--- src/rtl/i2c_slave_pkg.sv ---
// i2c_slave_pkg: shared types and constants for the I2C memory target.
// State encoding is exported on slave_state for bus-level assertions.
package i2c_slave_pkg;

    typedef enum logic [2:0] {
        IDLE_S   = 3'd0,
        RCV_ADDR = 3'd1,
        ADDR_ACK = 3'd2,
        WRITE    = 3'd3,
        DATA_ACK = 3'd4,
        READ     = 3'd5,
        READ_ACK = 3'd6,
        STOP_S   = 3'd7
    } state_t;

    localparam logic [6:0] DEFAULT_DEV_ADDR = 7'h50;
    localparam int         MEM_DEPTH        = 128;
    localparam int         PTR_W            = $clog2(MEM_DEPTH);

endpackage

--- src/rtl/i2c_mem_slave_if.sv ---
// i2c_mem_slave_if: open-drain I2C pin bundle between initiator and target.
// sda_in is the resolved wired-AND level seen on the bus.
interface i2c_mem_slave_if;

    logic scl;
    logic sda_in;
    logic sda_oe;

    modport master (
        output scl,
        output sda_in,
        input  sda_oe
    );

    modport slave (
        input  scl,
        input  sda_in,
        output sda_oe
    );

endinterface

--- src/rtl/i2c_bus_sync.sv ---
// i2c_bus_sync: 2-flop synchronizers on SCL/SDA plus an edge register.
// Produces SCL edges and START/STOP conditions three cycles after the pins.
module i2c_bus_sync (
    input  logic clk,
    input  logic rst_n,
    input  logic scl_pin,
    input  logic sda_pin,
    output logic sda,
    output logic scl_rise,
    output logic scl_fall,
    output logic start_det,
    output logic stop_det
);

    logic scl_meta_q, scl_meta_d;
    logic scl_sync_q, scl_sync_d;
    logic scl_prev_q, scl_prev_d;
    logic sda_meta_q, sda_meta_d;
    logic sda_sync_q, sda_sync_d;
    logic sda_prev_q, sda_prev_d;

    always_comb begin
        scl_meta_d = scl_pin;
        scl_sync_d = scl_meta_q;
        scl_prev_d = scl_sync_q;
        sda_meta_d = sda_pin;
        sda_sync_d = sda_meta_q;
        sda_prev_d = sda_sync_q;
    end

    always_ff @(posedge clk or negedge rst_n) begin
        if (!rst_n) begin
            scl_meta_q <= 1'b1;
            scl_sync_q <= 1'b1;
            scl_prev_q <= 1'b1;
            sda_meta_q <= 1'b1;
            sda_sync_q <= 1'b1;
            sda_prev_q <= 1'b1;
        end else begin
            scl_meta_q <= scl_meta_d;
            scl_sync_q <= scl_sync_d;
            scl_prev_q <= scl_prev_d;
            sda_meta_q <= sda_meta_d;
            sda_sync_q <= sda_sync_d;
            sda_prev_q <= sda_prev_d;
        end
    end

    // SDA edges only count as conditions while SCL is stably high
    assign sda       = sda_sync_q;
    assign scl_rise  = scl_sync_q & ~scl_prev_q;
    assign scl_fall  = ~scl_sync_q & scl_prev_q;
    assign start_det = scl_sync_q & scl_prev_q & sda_prev_q & ~sda_sync_q;
    assign stop_det  = scl_sync_q & scl_prev_q & ~sda_prev_q & sda_sync_q;

endmodule

--- src/rtl/i2c_mem_slave.sv ---
// i2c_mem_slave: I2C target fronting a 128x8 memory with a wrapping pointer.
// Optional host access port is enabled by defining I2C_SLAVE_HOST_PORT_EN.
module i2c_mem_slave
    import i2c_slave_pkg::*;
#(
    parameter logic [6:0] DEV_ADDR = DEFAULT_DEV_ADDR,
    parameter int         MIN_HALF = 4
) (
    input  logic             clk,
    input  logic             rst_n,
    i2c_mem_slave_if.slave   bus,
`ifdef I2C_SLAVE_HOST_PORT_EN
    input  logic [PTR_W-1:0] host_raddr,
    output logic [7:0]       host_rdata,
    input  logic             host_we,
    input  logic [7:0]       host_wdata,
`endif
    output logic             busy,
    output logic             wr_pulse,
    output logic [PTR_W-1:0] wr_addr,
    output logic [7:0]       wr_data,
    output logic [2:0]       slave_state
);

    logic sda, scl_rise, scl_fall, start_det, stop_det;

    i2c_bus_sync u_sync (
        .clk       (clk),
        .rst_n     (rst_n),
        .scl_pin   (bus.scl),
        .sda_pin   (bus.sda_in),
        .sda       (sda),
        .scl_rise  (scl_rise),
        .scl_fall  (scl_fall),
        .start_det (start_det),
        .stop_det  (stop_det)
    );

    state_t           state_q, state_d;
    logic [3:0]       bit_cnt_q, bit_cnt_d;
    logic [7:0]       shift_q, shift_d;
    logic [PTR_W-1:0] ptr_q, ptr_d;
    logic             first_q, first_d;
    logic             sda_oe_q, sda_oe_d;
    logic             busy_q, busy_d;
    logic             wr_pulse_q, wr_pulse_d;
    logic [PTR_W-1:0] wr_addr_q, wr_addr_d;
    logic [7:0]       wr_data_q, wr_data_d;
    logic [3:0]       phase_q, phase_d;

    logic [7:0]       mem_q [MEM_DEPTH];
    logic             mem_we;
    logic [7:0]       mem_wdata;

    logic [7:0]       rx_byte;
    logic [PTR_W-1:0] ptr_inc;
    logic             byte_done;
    logic             addr_hit;

    assign rx_byte   = {shift_q[6:0], sda};
    assign ptr_inc   = ptr_q + 7'd1;
    assign byte_done = (bit_cnt_q == 4'd8);
    assign addr_hit  = (shift_q[7:1] == DEV_ADDR);

    always_ff @(posedge clk or negedge rst_n) begin
        if (!rst_n) begin
            state_q    <= IDLE_S;
            bit_cnt_q  <= 4'd0;
            shift_q    <= 8'd0;
            ptr_q      <= '0;
            first_q    <= 1'b0;
            sda_oe_q   <= 1'b0;
            busy_q     <= 1'b0;
            wr_pulse_q <= 1'b0;
            wr_addr_q  <= '0;
            wr_data_q  <= 8'd0;
            phase_q    <= 4'hF;
        end else begin
            state_q    <= state_d;
            bit_cnt_q  <= bit_cnt_d;
            shift_q    <= shift_d;
            ptr_q      <= ptr_d;
            first_q    <= first_d;
            sda_oe_q   <= sda_oe_d;
            busy_q     <= busy_d;
            wr_pulse_q <= wr_pulse_d;
            wr_addr_q  <= wr_addr_d;
            wr_data_q  <= wr_data_d;
            phase_q    <= phase_d;
            if (scl_rise || scl_fall) begin
                assert (int'(phase_q) >= MIN_HALF - 1);
            end
        end
    end

    always_comb begin
        state_d = state_q;
        if (start_det) begin
            state_d = RCV_ADDR;
        end else if (stop_det) begin
            state_d = STOP_S;
        end else begin
            unique case (state_q)
                STOP_S:   state_d = IDLE_S;
                RCV_ADDR: if (scl_fall && byte_done)
                              state_d = addr_hit ? ADDR_ACK : IDLE_S;
                ADDR_ACK: if (scl_fall)
                              state_d = shift_q[0] ? WRITE : READ;
                WRITE:    if (scl_fall && byte_done) state_d = DATA_ACK;
                DATA_ACK: if (scl_fall) state_d = WRITE;
                READ:     if (scl_fall && byte_done) state_d = READ_ACK;
                READ_ACK: if (scl_rise) state_d = sda ? IDLE_S : READ;
                default:  state_d = state_q;
            endcase
        end
    end

    always_comb begin
        bit_cnt_d  = bit_cnt_q;
        shift_d    = shift_q;
        ptr_d      = ptr_q;
        first_d    = first_q;
        sda_oe_d   = sda_oe_q;
        busy_d     = busy_q;
        wr_pulse_d = 1'b0;
        wr_addr_d  = wr_addr_q;
        wr_data_d  = wr_data_q;
        mem_we     = 1'b0;
        mem_wdata  = rx_byte;
        if (scl_rise || scl_fall) begin
            phase_d = 4'd0;
        end else begin
            phase_d = (phase_q == 4'hF) ? phase_q : phase_q + 4'd1;
        end
        if (start_det) begin
            bit_cnt_d = 4'd0;
            sda_oe_d  = 1'b0;
        end else if (stop_det) begin
            busy_d   = 1'b0;
            sda_oe_d = 1'b0;
        end else begin
            unique case (state_q)
                RCV_ADDR: begin
                    if (scl_rise) begin
                        shift_d   = rx_byte;
                        bit_cnt_d = bit_cnt_q + 4'd1;
                    end else if (scl_fall && byte_done) begin
                        bit_cnt_d = 4'd0;
                        sda_oe_d  = addr_hit;
                        busy_d    = addr_hit;
                    end
                end
                ADDR_ACK: begin
                    if (scl_fall) begin
                        if (shift_q[0]) begin
                            sda_oe_d  = 1'b0;
                            first_d   = 1'b1;
                            bit_cnt_d = 4'd0;
                        end else begin
                            // MSB goes out on this same fall that ends the ACK
                            sda_oe_d  = ~mem_q[ptr_q][7];
                            shift_d   = {mem_q[ptr_q][6:0], 1'b0};
                            bit_cnt_d = 4'd1;
                        end
                    end
                end
                WRITE: begin
                    if (scl_rise) begin
                        shift_d   = rx_byte;
                        bit_cnt_d = bit_cnt_q + 4'd1;
                        if (bit_cnt_q == 4'd7) begin
                            if (first_q) begin
                                first_d = 1'b0;
                                ptr_d   = rx_byte[6:0];
                            end else begin
                                mem_we     = 1'b1;
                                wr_pulse_d = 1'b1;
                                wr_addr_d  = ptr_q;
                                wr_data_d  = rx_byte;
                                ptr_d      = ptr_inc;
                            end
                        end
                    end else if (scl_fall && byte_done) begin
                        sda_oe_d  = 1'b1;
                        bit_cnt_d = 4'd0;
                    end
                end
                DATA_ACK: begin
                    if (scl_fall) sda_oe_d = 1'b0;
                end
                READ: begin
                    if (scl_fall) begin
                        if (byte_done) begin
                            sda_oe_d  = 1'b0;
                            bit_cnt_d = 4'd0;
                        end else begin
                            sda_oe_d  = ~shift_q[7];
                            shift_d   = {shift_q[6:0], 1'b0};
                            bit_cnt_d = bit_cnt_q + 4'd1;
                        end
                    end
                end
                READ_ACK: begin
                    if (scl_rise) begin
                        sda_oe_d = 1'b0;
                        if (!sda) begin
                            ptr_d     = ptr_inc;
                            shift_d   = mem_q[ptr_inc];
                            bit_cnt_d = 4'd0;
                        end
                    end
                end
                default: ;
            endcase
        end
    end

    always_ff @(posedge clk) begin
        if (mem_we) begin
            mem_q[ptr_q] <= mem_wdata;
        end
`ifdef I2C_SLAVE_HOST_PORT_EN
        else if (host_we && !busy_q) begin
            mem_q[host_raddr] <= host_wdata;
        end
`endif
    end

`ifdef I2C_SLAVE_HOST_PORT_EN
    assign host_rdata = mem_q[host_raddr];
`endif

    assign bus.sda_oe  = sda_oe_q;
    assign busy        = busy_q;
    assign wr_pulse    = wr_pulse_q;
    assign wr_addr     = wr_addr_q;
    assign wr_data     = wr_data_q;
    assign slave_state = state_q;

endmodule

--- src/flat_wrapper.sv ---
// flat-port wrapper written by rule: the top's interface ports become plain ports
module i2c_mem_slave_flat import i2c_slave_pkg::*;
#(
    parameter logic [6:0] DEV_ADDR = DEFAULT_DEV_ADDR,
    parameter int         MIN_HALF = 4
)
  (clk, rst_n, busy, wr_pulse, wr_addr, wr_data, slave_state, bus_scl, bus_sda_in, bus_sda_oe);
  i2c_mem_slave_if bus_i ();
  input  logic clk;
  input  logic rst_n;
  output logic busy;
  output logic wr_pulse;
  output logic [PTR_W-1:0] wr_addr;
  output logic [7:0] wr_data;
  output logic [2:0] slave_state;
  input wire logic [$bits(bus_i.scl)-1:0] bus_scl;
  input wire logic [$bits(bus_i.sda_in)-1:0] bus_sda_in;
  output wire logic [$bits(bus_i.sda_oe)-1:0] bus_sda_oe;
  assign bus_i.scl = bus_scl;
  assign bus_i.sda_in = bus_sda_in;
  assign bus_sda_oe = bus_i.sda_oe;
  i2c_mem_slave #(.DEV_ADDR(DEV_ADDR), .MIN_HALF(MIN_HALF)) u_core (.clk(clk), .rst_n(rst_n), .bus(bus_i), .busy(busy), .wr_pulse(wr_pulse), .wr_addr(wr_addr), .wr_data(wr_data), .slave_state(slave_state));
endmodule
--- config.mk ---
export PLATFORM = sky130hd
export DESIGN_NAME = i2c_mem_slave_flat
export DESIGN_NICKNAME = d
export VERILOG_FILES = /design/src/rtl/i2c_slave_pkg.sv /design/src/rtl/i2c_mem_slave_if.sv /design/src/rtl/i2c_bus_sync.sv /design/src/rtl/i2c_mem_slave.sv /design/src/flat_wrapper.sv
export SDC_FILE = /design/constraint.sdc
export NUM_CORES = 2
export LEC_CHECK = 0
export ABC_CLOCK_PERIOD_IN_PS = 7920
export CAP_MARGIN = 10
export CORE_MARGIN = 1
export CORE_UTILIZATION = 30
export CTS_BUF_LIST = sky130_fd_sc_hd__clkbuf_4 sky130_fd_sc_hd__clkbuf_8
export CTS_CLUSTER_DIAMETER = 100
export DETAILED_ROUTE_END_ITERATION = 12
export SLEW_MARGIN = 15
export SYNTH_ARGS = -nofsm -noshare
export SYNTH_HDL_FRONTEND = slang
export SYNTH_SLANG_ARGS = --single-unit
--- constraint.sdc ---
create_clock -name clk -period 7.92 [get_ports clk]
set_input_delay 1.584 -clock clk [delete_from_list [all_inputs] [get_ports clk]]
set_output_delay 1.584 -clock clk [all_outputs]
set_load 0.01 [all_outputs]
==> summary.md <==
| Metric | Value |
|---|---|
| H-Tree Depth | `4` |
| Design area | `0.0566 sq mm` |
| RSZ-0062 raised after global routing | `no` |
| Top area cells in the synthesized netlist | `edfxtp_1 61%, mux4_2 10%, nand2_1 3.5%, a22oi_1 2.7%, mux2i_1 2.2%` |
| First-pass GRT wire length | `269000 microns` |
| Final Hold Violating Endpoints | `0` |
| CP required | `8.71 ns` |
| Post-synthesis sequential area ratio | `62.9%` |
| Starting DRT DRC Count | `6696` |
| Worst-path clk slew | `0.06 ns` |
| Num rows | `150` |
| Vias in the first global route | `34629` |
| P per Cell Area | `378 mW/mm^2` |
| Peak supply drop | `0.469 mV` |
| Root Buffer | `clkbuf_8` |
| Worst Setup End Kind | `flop` |
| All-Layer GR Usage | `22.3%` |
| Outcome | `finished, final reports clean` |
| Final setup viols | `0` |
| Drt drc | `0` |
| Worst Max-Slew Pin Slew | `1.20 ns` |
| Vias post-DR | `36453` |
| Die Area | `0.171 sq mm` |
| Cts hold-fix bufs | `0` |
| Crit path time final | `5.31 ns` |
| Mean Syn Cell Area | `14.7 sq um` |
| Pin count of the biggest net entering global routing | `130` |
| Mapped Cells | `3453` |
| Highest Clock Rate | `188 MHz` |
| CTS Sinks | `1071` |
| Synth-to-layout area growth | `11.6%` |
| Hold Path Class | `flop to flop` |
| Post-synth EDFFs | `1024` |
| Port Buffers | `24` |
| Unique cell type count in the Yosys netlist | `84` |
| Fraction of the cycle the final worst path needs | `67.0%` |
| CTS resizes | `0` |
| Mapped Area | `0.0507 sq mm` |
| Rel. slew slack | `18.7%` |
| Clk_lat worst skew | `0.93 ns` |
| Final ANT Viol Nets | `0` |
| Crit path launch type | `flop` |
| Clock Tree Buf Depth | `3` |
| Vias per inst | `6.27` |
| Setup TNS | `0 ns` |
| FFs w/ async S/R, synth | `4.39%` |
| Skew final | `0.0578 ns` |
| Core box area | `0.168 sq mm` |
| Max Cap Viol | `0` |
| Antenna violations before repair | `6` |
| Dpl cell area | `0.0531 sq mm` |
| CTS buffer count | `175` |
| CP startpoint | `u_core.ptr_q[0]` |
| Total wire length | `194000 microns` |
| Most used flip-flop cell after synthesis | `edfxtp_1` |
| Global route overflow | `0` |
| Die height | `413 microns` |
| Nets | `3468` |
| Crit Path Category | `flop to flop` |
| Initial Utilization | `30.3%` |
| Max FO, Critical Path | `49` |
| TritonCTS clock tree | `done` |
| Top-area cell type share of the netlist area | `60.6%` |
| Layout cells sized above 1 | `20.4%` |
| First-pass DRT Iterations | `9` |
| Die W | `413 microns` |
| Avg WL per Cell | `33.4 microns` |
| Worst path arrival time | `6.09 ns` |
| Lkg Pwr | `17.3 nW` |
| Ports | `25` |
| Reg2reg start | `u_core.ptr_q[0]` |
| #FFs+latches synth | `1071` |
| Largest area contributor in the netlist | `edfxtp_1` |
| Post-Syn Nets | `3460` |
| Slew Limit Fails | `0` |
| HP Start | `u_core.u_sync.scl_meta_q` |
| Yosys warns | `0` |
| Routability Congestion | `0.992` |
| Dpl hpwl | `122000 microns` |
| Post-CTS Setup Inserts | `0` |
[metrics by stage]
| step | power [mW] | hold slack, ns | cells | setup WS, ns | util [%] |
|---|---|---|---|---|---|
| after floorplan | 12.7 | 0.345 | 3453 | 4.69 | - |
| after global placement | 16.1 | 0.352 | 5487 | 2.82 | 31.7 |
| after detailed placement | 16.1 | 0.348 | 5488 | 3.01 | 31.7 |
| after CTS | 21.0 | 0.360 | 5812 | 2.97 | 33.8 |
| after global routing | 21.7 | 0.364 | 5813 | 2.67 | 33.8 |
| final | 21.4 | 0.358 | 5815 | 2.61 | 33.8 |
[worst max-delay path, stage by stage (launching register included)]
cell	delay, ns
dfrtp_4	0.98
buf_4	0.71
and3b_2	0.63
buf_4	0.48
a22oi_1	0.26
a41oi_1	0.24
o41ai_1	1.12
o221ai_1	0.27
o21ai_0	0.24
a41oi_1	0.14
[metal layers]
layer	vias to the layer above	share of wire (%)	track usage [%]
li1	14030	-	-
met1	18276	35	28.3
met2	3350	43	32.7
met3	789	15	7.69
met4	8	7.0	13.2
met5	-	0.022	0
[flip-flops by register name, indices dropped and copies added, names as in the netlist, 3 cells and up, named ones only]
name	cells
u_core.wr_data	8
u_core.ptr_q	7
u_core.shift_q	7
u_core.wr_addr	7
u_core.mem_q	1024
u_core.bit_cnt_q	4
u_core.slave_state	3
[kinds of logic after synthesis]
group           count (synthesis)  synth area share (%)
compound gates                706                  10.2
xor+xnor                        9                 0.207
fa+ha+maj                       3                0.0740
buf+inv                       299                  3.41
flops                        1071                  62.9
mux                           431                  15.2
simple gates                  934                  7.95
[worst paths after layout]
| path | end | slack (ns) | depth (start not counted) |
|---|---|---|---|
| max in group asynchronous | asynchronous set/reset pin | 6.54 | 2 |
| max | u_core.shift_q[2] | 2.61 | 9 |
| min | u_core.u_sync.scl_prev_d | 0.36 | 0 |
| min reg2reg | u_core.u_sync.scl_prev_d | 0.36 | 0 |
| min in group asynchronous | u_core.bit_cnt_q[1] | 0.81 | 2 |
| max reg2reg | u_core.shift_q[2] | 2.61 | 9 |
[report_power, final]
group	switching (mW)	leakage (nW)	internal, mW	total [mW]
clock	2.33	1.86	2.63	4.96
combinational	6.16	5.65	2.86	9.02
sequential	0.446	9.76	6.95	7.40
total	8.93	17.3	12.4	21.4
[cell usage after synthesis (17+ instances only)]
cell type / count
edfxtp_1: 1024
nand2_1: 472
mux4_2: 231
nor2_1: 197
a22oi_1: 182
nand3_1: 142
buf_2: 124
mux2i_1: 113
o21ai_0: 89
a21oi_1: 83
a221oi_1: 81
clkbuf_1: 76
mux2_2: 58
a31oi_1: 50
dfrtp_1: 41
buf_6: 35
buf_4: 31
mux4_1: 28
nand4_1: 27
a32oi_1: 26
a22o_1: 24
a41oi_1: 24
o22ai_1: 18
buf_1: 17
o211ai_1: 17
[layout by cell type, fill, tap and decap left out, drive strengths merged, types with 8 or more instances in the layout]
master / instances
edfxtp: 1024
nand2: 473
mux4: 259
clkbuf: 239
nor2: 197
a22oi: 182
nand3: 142
mux2i: 113
buf: 96
o21ai: 89
a21oi: 83
a221oi: 83
clkinv: 70
mux2: 59
a31oi: 51
dfrtp: 41
nand4: 27
a32oi: 26
a41oi: 24
a22o: 24
clkdlybuf4s50: 23
o22ai: 18
o211ai: 17
nor3: 16
nor2b: 16
a221o: 15
inv: 14
o2111ai: 11
a222oi: 11
a211oi: 10
and2: 10
and3: 9
nand2b: 8
[layout make-up]
type                    count  area, sq um
clock inverters            85          592
repair buffers            119         1040
diodes                      3         7.51
well taps                2204         2760
clock buffers             239         2930
inverters                  11         42.5
fillers                 16000       111000
flip-flops and latches   1071        32000
multi-input cells        2083        17300
(Power assumes the default switching activity.)
